File: config.mk
export PLATFORM = sky130hd
export DESIGN_NAME = hazard_ctrl_mc
export DESIGN_NICKNAME = d
export VERILOG_FILES = /design/src/rtl/hazard_pkg.sv /design/src/rtl/mc_stall_fsm.sv /design/src/rtl/hazard_ctrl_mc.sv
export SDC_FILE = /design/constraint.sdc
export NUM_CORES = 1
export LEC_CHECK = 0
export CORE_MARGIN = 8
export CORE_UTILIZATION = 40
export DETAILED_ROUTE_END_ITERATION = 10
export PLACE_DENSITY = 0.79
export SLEW_MARGIN = 20
export SYNTH_ARGS = -nofsm -noshare
export SYNTH_HDL_FRONTEND = slang
export SYNTH_SLANG_ARGS = --single-unit
File: constraint.sdc
create_clock -name clk -period 2.9 [get_ports clk]
set_input_delay 0.725 -clock clk [delete_from_list [all_inputs] [get_ports clk]]
set_output_delay 0.725 -clock clk [all_outputs]
set_load 0.02 [all_outputs]
File: src/rtl/hazard_pkg.sv
// Shared types and constants for the RV32 pipeline hazard controller.
package hazard_pkg;

    // Operand source selects driven onto ForwardAE/ForwardBE
    typedef enum logic [1:0] {
        FWD_RF  = 2'b00,
        FWD_WB  = 2'b01,
        FWD_MEM = 2'b10
    } fwd_sel_t;

    // ResultSrcE encoding that marks a load in E
    localparam logic [1:0] RESULT_LOAD = 2'b01;

    // Multi-cycle EX unit occupancy states
    typedef enum logic {
        IDLE = 1'b0,
        BUSY = 1'b1
    } mc_state_t;

    // Pipeline register enable/flush bundle produced by the priority logic
    typedef struct packed {
        logic stallF;
        logic stallD;
        logic stallE;
        logic flushD;
        logic flushE;
        logic flushM;
    } hz_ctl_t;

endpackage : hazard_pkg

File: src/rtl/mc_stall_fsm.sv
// Occupancy tracker for variable-latency mul/div ops in E: an op of latency N
// keeps E busy for N cycles and requests N-1 stall cycles.
module mc_stall_fsm
    import hazard_pkg::*;
#(
    parameter int unsigned MC_LAT_W = 6
) (
    input  logic                clk,
    input  logic                reset,
    input  logic                mcStartE,
    input  logic [MC_LAT_W-1:0] mcLatE,
    output logic                mcStall,
    output logic                mcBusy,
    output logic                mcDone
);

    localparam logic [MC_LAT_W-1:0] LAT_ONE = MC_LAT_W'(1);

    mc_state_t           state;
    logic [MC_LAT_W-1:0] cnt;
    logic                startLong;

    // Latency 0 and 1 complete in a single E cycle, so only longer ops start the FSM
    assign startLong = (state == IDLE) && mcStartE && (mcLatE > LAT_ONE);

    // State register and remaining-cycle down-counter
    always_ff @(posedge clk or negedge reset) begin
        if (!reset) begin
            state <= IDLE;
            cnt   <= '0;
        end else begin
            case (state)
                IDLE: begin
                    if (startLong) begin
                        state <= BUSY;
                        cnt   <= mcLatE - LAT_ONE;
                    end
                end
                BUSY: begin
                    if (cnt <= LAT_ONE) begin
                        state <= IDLE;
                        cnt   <= '0;
                    end else begin
                        cnt <= cnt - LAT_ONE;
                    end
                end
                default: begin
                    state <= IDLE;
                    cnt   <= '0;
                end
            endcase
        end
    end

    // Stall covers the issue cycle plus every BUSY cycle except the last
    assign mcStall = startLong || ((state == BUSY) && (cnt > LAT_ONE));
    assign mcBusy  = (state == BUSY);
    assign mcDone  = (state == BUSY) && (cnt == LAT_ONE);

endmodule : mc_stall_fsm

File: src/rtl/hazard_ctrl_mc.sv
// Pipeline hazard controller: M/W forwarding, load-use and RAW stalls,
// branch flush, multi-cycle EX stall and saturating stall/flush counters.
module hazard_ctrl_mc
    import hazard_pkg::*;
#(
    parameter int unsigned REG_AW   = 5,
    parameter int unsigned MC_LAT_W = 6,
    parameter int unsigned CNT_W    = 16,
    parameter int unsigned FWD_EN   = 1
) (
    input  logic                clk,
    input  logic                reset,
    input  logic [REG_AW-1:0]   rs1D,
    input  logic [REG_AW-1:0]   rs2D,
    input  logic                rs1UsedD,
    input  logic                rs2UsedD,
    input  logic [REG_AW-1:0]   rs1E,
    input  logic [REG_AW-1:0]   rs2E,
    input  logic [REG_AW-1:0]   rdE,
    input  logic                RegWriteE,
    input  logic [1:0]          ResultSrcE,
    input  logic                PCSrcE,
    input  logic                mcStartE,
    input  logic [MC_LAT_W-1:0] mcLatE,
    input  logic [REG_AW-1:0]   rdM,
    input  logic [REG_AW-1:0]   rdW,
    input  logic                RegWriteM,
    input  logic                RegWriteW,
    input  logic                cntClr,
    output logic                StallF,
    output logic                StallD,
    output logic                StallE,
    output logic                FlushD,
    output logic                FlushE,
    output logic                FlushM,
    output logic [1:0]          ForwardAE,
    output logic [1:0]          ForwardBE,
    output logic                mcBusy,
    output logic                mcDone,
    output logic [CNT_W-1:0]    stallCnt,
    output logic [CNT_W-1:0]    flushCnt
);

    localparam logic [CNT_W-1:0] CNT_ONE = CNT_W'(1);
    localparam logic [CNT_W-1:0] CNT_MAX = '1;

    fwd_sel_t fwdA;
    fwd_sel_t fwdB;
    logic     lwStall;
    logic     rawStall;
    logic     mcStall;
    hz_ctl_t  ctl;

    // A source is satisfied by a writer that targets it and is not x0
    function automatic logic writes(input logic [REG_AW-1:0] rs,
                                    input logic [REG_AW-1:0] rd,
                                    input logic              we);
        return we && (rd != '0) && (rd == rs);
    endfunction

    // Forward select for one E operand, M newer than W
    function automatic fwd_sel_t fwdSel(input logic [REG_AW-1:0] rs);
        fwd_sel_t sel;
        sel = FWD_RF;
        if (FWD_EN != 0) begin
            if (writes(rs, rdM, RegWriteM)) begin
                sel = FWD_MEM;
            end else if (writes(rs, rdW, RegWriteW)) begin
                sel = FWD_WB;
            end
        end
        return sel;
    endfunction

    // D source reads a value still in flight somewhere in E/M/W
    function automatic logic rawHit(input logic [REG_AW-1:0] rs, input logic used);
        return used && (writes(rs, rdE, RegWriteE) ||
                        writes(rs, rdM, RegWriteM) ||
                        writes(rs, rdW, RegWriteW));
    endfunction

    // Operand forwarding selects for E
    always_comb begin
        fwdA = fwdSel(rs1E);
        fwdB = fwdSel(rs2E);
    end

    assign ForwardAE = fwdA;
    assign ForwardBE = fwdB;

    // Load in E feeding a D-stage source must wait one cycle for memory data
    always_comb begin
        lwStall = (ResultSrcE == RESULT_LOAD) && (rdE != '0) &&
                  ((rs1UsedD && (rs1D == rdE)) || (rs2UsedD && (rs2D == rdE)));
    end

    // Without a bypass network every in-flight RAW dependency stalls in D
    always_comb begin
        rawStall = 1'b0;
        if (FWD_EN == 0) begin
            rawStall = rawHit(rs1D, rs1UsedD) || rawHit(rs2D, rs2UsedD);
        end
    end

    mc_stall_fsm #(
        .MC_LAT_W (MC_LAT_W)
    ) u_mc_stall_fsm (
        .clk      (clk),
        .reset    (reset),
        .mcStartE (mcStartE),
        .mcLatE   (mcLatE),
        .mcStall  (mcStall),
        .mcBusy   (mcBusy),
        .mcDone   (mcDone)
    );

    // Prioritised stall/flush: multi-cycle hold, then branch redirect, then data hazard
    always_comb begin
        ctl = '0;
        if (mcStall) begin
            ctl.stallF = 1'b1;
            ctl.stallD = 1'b1;
            ctl.stallE = 1'b1;
            ctl.flushM = 1'b1;
        end else if (PCSrcE) begin
            // Dependent instruction in D is squashed, so no load-use stall needed
            ctl.flushD = 1'b1;
            ctl.flushE = 1'b1;
        end else if (lwStall || rawStall) begin
            ctl.stallF = 1'b1;
            ctl.stallD = 1'b1;
            ctl.flushE = 1'b1;
        end
    end

    assign StallF = ctl.stallF;
    assign StallD = ctl.stallD;
    assign StallE = ctl.stallE;
    assign FlushD = ctl.flushD;
    assign FlushE = ctl.flushE;
    assign FlushM = ctl.flushM;

    // Saturating count of fetch-stall cycles; clear wins over increment
    always_ff @(posedge clk or negedge reset) begin
        if (!reset) begin
            stallCnt <= '0;
        end else if (cntClr) begin
            stallCnt <= '0;
        end else if (ctl.stallF && (stallCnt != CNT_MAX)) begin
            stallCnt <= stallCnt + CNT_ONE;
        end
    end

    // Saturating count of cycles flushing any pipeline register
    always_ff @(posedge clk or negedge reset) begin
        if (!reset) begin
            flushCnt <= '0;
        end else if (cntClr) begin
            flushCnt <= '0;
        end else if ((ctl.flushD || ctl.flushE || ctl.flushM) && (flushCnt != CNT_MAX)) begin
            flushCnt <= flushCnt + CNT_ONE;
        end
    end

endmodule : hazard_ctrl_mc

# Yosys cells after proc, flatten, opt, wreduce, memory -nomap -nowiden
# Index checks and enable logic that the tools add are counted.
# totals
regBits	39
latchBits	0
ramBits	0
romBits	0
mem_count	0
# classes
add_sub_neg	4
n_mul	0
div	0
n_lt_le_gt_ge	3
eq_ne	11
n_shift	0
n_mux	22
bitwise_logic	1
reduce_logical	25
# ops
cell	count
16-bit 2-to-1 mux	4
16-bit by 1-bit adder with 16-bit output, second input constant	2
16-bit inequality test, second input constant	2
5-bit equality test	6
1-bit logical AND	16
5-bit nonzero test	3
6-bit by 1-bit greater-than comparator with 1-bit output, second input constant	2
2-bit 2-to-1 mux	6
6-bit 2-to-1 mux	2
6-bit case mux with 2 select lines	1
6-bit by 1-bit subtractor with 6-bit output, second input constant	2
1-bit 2-to-1 mux	8
6-bit by 1-bit equality test with 1-bit output, second input constant	1
6-bit by 1-bit <= comparator with 1-bit output, second input constant	1
1-bit logical OR	4
2-bit nonzero test	2
2-bit by 1-bit equality test with 1-bit output, second input constant	1
2-bit by 1-bit inequality test with 1-bit output, second input constant	1
1-bit case mux with 2 select lines	1
1-bit NOT	1

# Depth between registers and ports, before layout
# logic_depth
word_depth	12
depth_mapped	10
mapped_depth_nobuf	8

# Cells and area by module
# From an unflattened synthesis, not the netlist that was laid out.
# unflattened
cells_unflattened	313
area_unflattened_um2	2776.4
# modules_own_cells
mod	n_inst	cells_per_inst	area_each_um2	seq_area_each_um2
hazard_ctrl_mc	1	248	2205.9	800.8
mc_stall_fsm	1	65	570.5	175.2

# Worst setup path before layout
# Ideal clock, no wire load.
# synth_timing
path_kind	input port to output port
from	in rdM[1]
to	out ForwardAE[0]
arrival_ns	2.342
required_time_ns	2.175
slack_ns	-0.167
stages	4
path_buffers	0
cell_sequence	or4_1 > o21ai_0 > nor4_1 > nor4_1
# synth_via
elab_chain_cells	4
elab_cells_between_ends	5
cone_classes	eq/ne (1); mux (1); reduce/logical (3)
# synth_lines
element	line_no	source
start: declaration	hazard_ctrl_mc.sv:25	input logic [REG_AW-1:0] rdM,
5-bit nonzero test	hazard_ctrl_mc.sv:58	return we && (rd != '0) && (rd == rs);
1-bit logical AND	hazard_ctrl_mc.sv:58	
1-bit logical AND *	hazard_ctrl_mc.sv:58	
2-bit 2-to-1 mux *	hazard_ctrl_mc.sv:66	if (writes(rs, rdM, RegWriteM)) begin
end: declaration	hazard_ctrl_mc.sv:36	output logic [1:0] ForwardAE,
# Mark *: on every way between the ends. The rest lies on a longest branch, timed or not.

# Final worst setup path
# layout_timing
from	in rdW[4]
to	out ForwardAE[0]
# layout_via
elab_chain_cells	5
elab_cells_between_ends	6
cone_classes	eq/ne (1); mux (2); reduce/logical (3)
# layout_lines
element	line_no	source
start: declaration	hazard_ctrl_mc.sv:26	input logic [REG_AW-1:0] rdW,
5-bit nonzero test	hazard_ctrl_mc.sv:58	
1-bit logical AND	hazard_ctrl_mc.sv:58	
1-bit logical AND *	hazard_ctrl_mc.sv:58	
1-bit 2-to-1 mux *	hazard_ctrl_mc.sv:68	end else if (writes(rs, rdW, RegWriteW)) begin
2-bit 2-to-1 mux *	hazard_ctrl_mc.sv:66	
# Marked as above.

==> summary.txt <==
Detailed routing
  – DRC viols: 0
  – Routed length per placed instance: 16.35 um
  – Vias/cell: 5.460
  – Drt pass-1 iters: 4
  – Vias: 3003
  – ANT nets after route: 0
  – Final WL: roughly 9000 um
  – Detailed Route Iter0 Violations: 60

Die
  – Die X: 100.6 um
  – Starting Density: roughly 40%
  – Height of the die: 100.6 um
  – Core area: between 7000 and 8000 um2
  – # IOs: 97
  – Row Count: 31
  – DIE AREA: 10130 um2

Layout
  – Most frequent cells in the layout: clkdlybuf4s50_1, buf_4, dfrtp_1, a21oi_1, or4_1
  – Most common cell after layout, fill and taps aside: clkdlybuf4s50_1
  – Share of cells above drive strength 1: 23.28%
  – Layout Utilization: a little over 60%
  – Area delta synth->final: 52.88%
  – Ant diodes: 0
  – Nets: ~510

Global routing
  – Vias in the first global route: 3014
  – Initial antenna violation count: 0
  – Met3 Resource Use GR: 3.453%
  – Busiest grt layer: met2
  – Largest net degree at the start of global routing: 40
  – Met2 Usage GRT: between 30% and 40%
  – Met1 track demand over resource: roughly a fifth
  – GRT Overall Usage: 17.99%
  – Remaining global-route overflow: 0
  – First-pass GRT wire length: roughly 15000 um

Critical path
  – Worst reg-to-reg setup slack: 0.35 ns
  – CP Cell Sequence: clkdlybuf4s15_2, xor2_1, or4_1, nor4_2, buf_4
  – Largest fanout on the critical path: 3
  – Worst EP required: 2.17 ns
  – Critical path buffers and inverters: 2
  – Worst path top cell family by delay: simple AND/OR/NAND/NOR gates
  – Reg-to-Reg End: flushCnt[15]$_DFFE_PN0P_
  – Worst R2R Start: u_mc_stall_fsm.cnt[3]$_DFFE_PN0P_
  – Critical path class: primary input to output pin
  – Slowest stage delay, CP: 0.53 ns
  – Worst EP arrival: 2.19 ns
  – Setup crit start kind: primary input
  – CP Capture Type: output pin
  – CP max stage cell: or4_1
  – Worst r2r path cells: 10

Timing
  – Period minus WS final: approximately 2.9 ns
  – Slew headroom: approximately two fifths
  – Highest Clock Rate: approximately 0.34 GHz
  – Tcrit/Tclk final: 100.6%
  – RSZ-0062 raised after global routing: true
  – Finish-stage setup viols: 1
  – Slew @ Worst Pin: ~0.9 ns
  – Final setup skew: 0.006433 ns
  – Fin. Hold Viols: 0
  – Slew Limit Fails: 0
  – Setup WS post-layout: -0.01704 ns

Placement
  – Hpwl dp: 6925 um
  – GPL Wtd Cong: roughly 0.92
  – Post-place setup slack: -0.8591 ns
  – Port bufs: between 90 and 100

Clock tree
  – Clock Sinks: 39
  – Clock tree buffer depth: 2
  – H-tree depth: 2
  – Clock slew at reported path FFs: 0.08 ns
  – Root buffer cell: clkbuf_8
  – Worst-skew pair later-pin latency: 0.29 ns
  – Total CTS buffers: 5
  – CTS tree: yes

Hold path
  – Hold Crit Start: u_mc_stall_fsm.cnt[5]$_DFFE_PN0P_
  – Hold Path Sink: u_mc_stall_fsm.cnt[5]$_DFFE_PN0P_
  – Hold Path Depth: 1
  – Worst min path class: flip-flop to flip-flop

Run
  – Max-cap check violation count: 0

Logic synthesis
  – Register area share after synthesis: 34.06%
  – Cell area after synthesis: about 2900 um2
  – Seq cells post-synth: 39
  – Unique masters post-synth: slightly below 50
  – Post-Synth XOR/XNOR Area: 11.00%
  – Proportion of synthesized area in mux cells: less than 1%
  – Number of enable flip-flop cells after synthesis: 0
  – Net Count, Synth: ~380
  – Yosys warns: 0
  – Compound-Gate Fraction of Synth Area: 21.14%
  – Synth Instances: 317
  – Synth Area per Inst: around 9.0 um2
  – Ys async rst share: 100.0%
  – Post-Synth Adder-Cell Area: 2.620%
  – Largest family of logic cells by synthesized area: simple AND/OR/NAND/NOR gates
  – Simple-Gate Fraction of Synth Area: 25.02%
  – Most common flop cell mapped by yosys: dfrtp_1

Power
  – Leakage power total: 1.783 nW
  – Max IR drop VDD: 0.4009 mV
  – Power Total: 2.483 mW
  – PwrDens: ~570 nW/um2

Run status
  – Result of the run: finished, violations left
  – Failing checks: setup timing
## registers in the layout (all words and copies together) (netlist names)
signal	flops
u_mc_stall_fsm.cnt	6
stallCnt	16
flushCnt	16
u_mc_stall_fsm.mcBusy	1
## worst max-delay path by stage
stage / from / end / slack (ns) / cells after the start
after global routing: rdE[0] / FlushE / -0.06 / 7
after floorplan: rdM[1] / ForwardAE[0] / 0.04 / 4
after detailed placement: rdM[1] / ForwardAE[0] / -0.86 / 6
after CTS: rdW[4] / ForwardAE[0] / -0.02 / 5
after global placement: rdM[1] / ForwardBE[0] / -0.72 / 6
final: rdW[4] / ForwardAE[0] / -0.02 / 5
## area by class of cell
cell class / count / area [um2]
fill: 628 / 2718
multi-input combinational: 251 / 1844
timing repair buffer: 142 / 1262
sequential: 39 / 975.9
tap: 99 / 123.9
clock buffer: 6 / 72.57
clock inverter: 2 / 60.06
inverter: 11 / 41.29
## synthesized netlist by cell type, types with 2 or more instances
library cell	count	area, um2
dfrtp_1	39	975.9
a21oi_1	23	115.1
or4_1	23	172.7
xnor2_1	19	166.4
nand3_1	18	90.09
nor2_1	17	63.81
o31ai_1	17	127.6
xor2_1	17	148.9
nand2_1	16	60.06
or3_1	12	75.07
inv_1	11	41.29
a21oi_2	10	87.58
o21ai_1	10	50.05
o21ai_0	8	40.04
clkbuf_1	7	26.28
nand4_1	7	43.79
ha_1	6	75.07
nor4_1	6	37.54
and3_1	5	31.28
buf_6	5	56.30
nor3_1	4	20.02
and4_1	3	26.28
buf_4	3	22.52
a22o_1	2	17.52
nand2b_1	2	12.51
o21ba_1	2	20.02
o221ai_1	2	17.52
o31a_1	2	17.52
## worst register-to-register path, cell delays in order (launching register included)
cell	delay [ns]
dfrtp_1	0.41
or4_4	0.59
o21ai_4	0.20
nand2_4	0.08
buf_4	0.14
buf_4	0.12
buf_4	0.13
a211oi_4	0.20
buf_12	0.21
nor3_2	0.07
mux2_4	0.29
## power by group
part	leakage, nW	internal [mW]	switching, mW
combinational	1.19	0.589	0.658
clock	0.0654	0.344	0.204
sequential	0.527	0.619	0.0697
## repair_timing
item,in CTS,in global routing
setup endpoints to repair,10,10
setup buffers,2,1
pin swaps,13,12
resized for setup,97,15
hold endpoints to repair,0,0
hold buffers,0,0
## stage by stage
stage	hold WS, ns	setup TNS (ns)	area, um2	cells
floorplan	0.4294	0	2878	317
global placement	0.5147	-8.681	4189	539
detailed placement	0.5276	-9.958	4189	539
CTS	0.5457	-0.01618	4372	549
global route	0.5705	-0.07842	4380	550
finish	0.5453	-0.01704	4380	550
## cell families after synthesis
group                      after synthesis
xor gates and xnor gates                36
DFF                                     39
and+or+nand+nor                        122
adders and majority gates                6
muxes                                    2
buffers and inverters                   27
AOI/OAI and AO/OA                       85
## metal layers
| layer | up-vias | wire, um |
|---|---|---|
| li1 | 1462 | - |
| met1 | 1466 | 3679 |
| met2 | 62 | 4751 |
| met3 | 13 | 407 |
| met4 | 0 | 152 |
| met5 | - | 0 |
(Power assumes the default switching activity.)
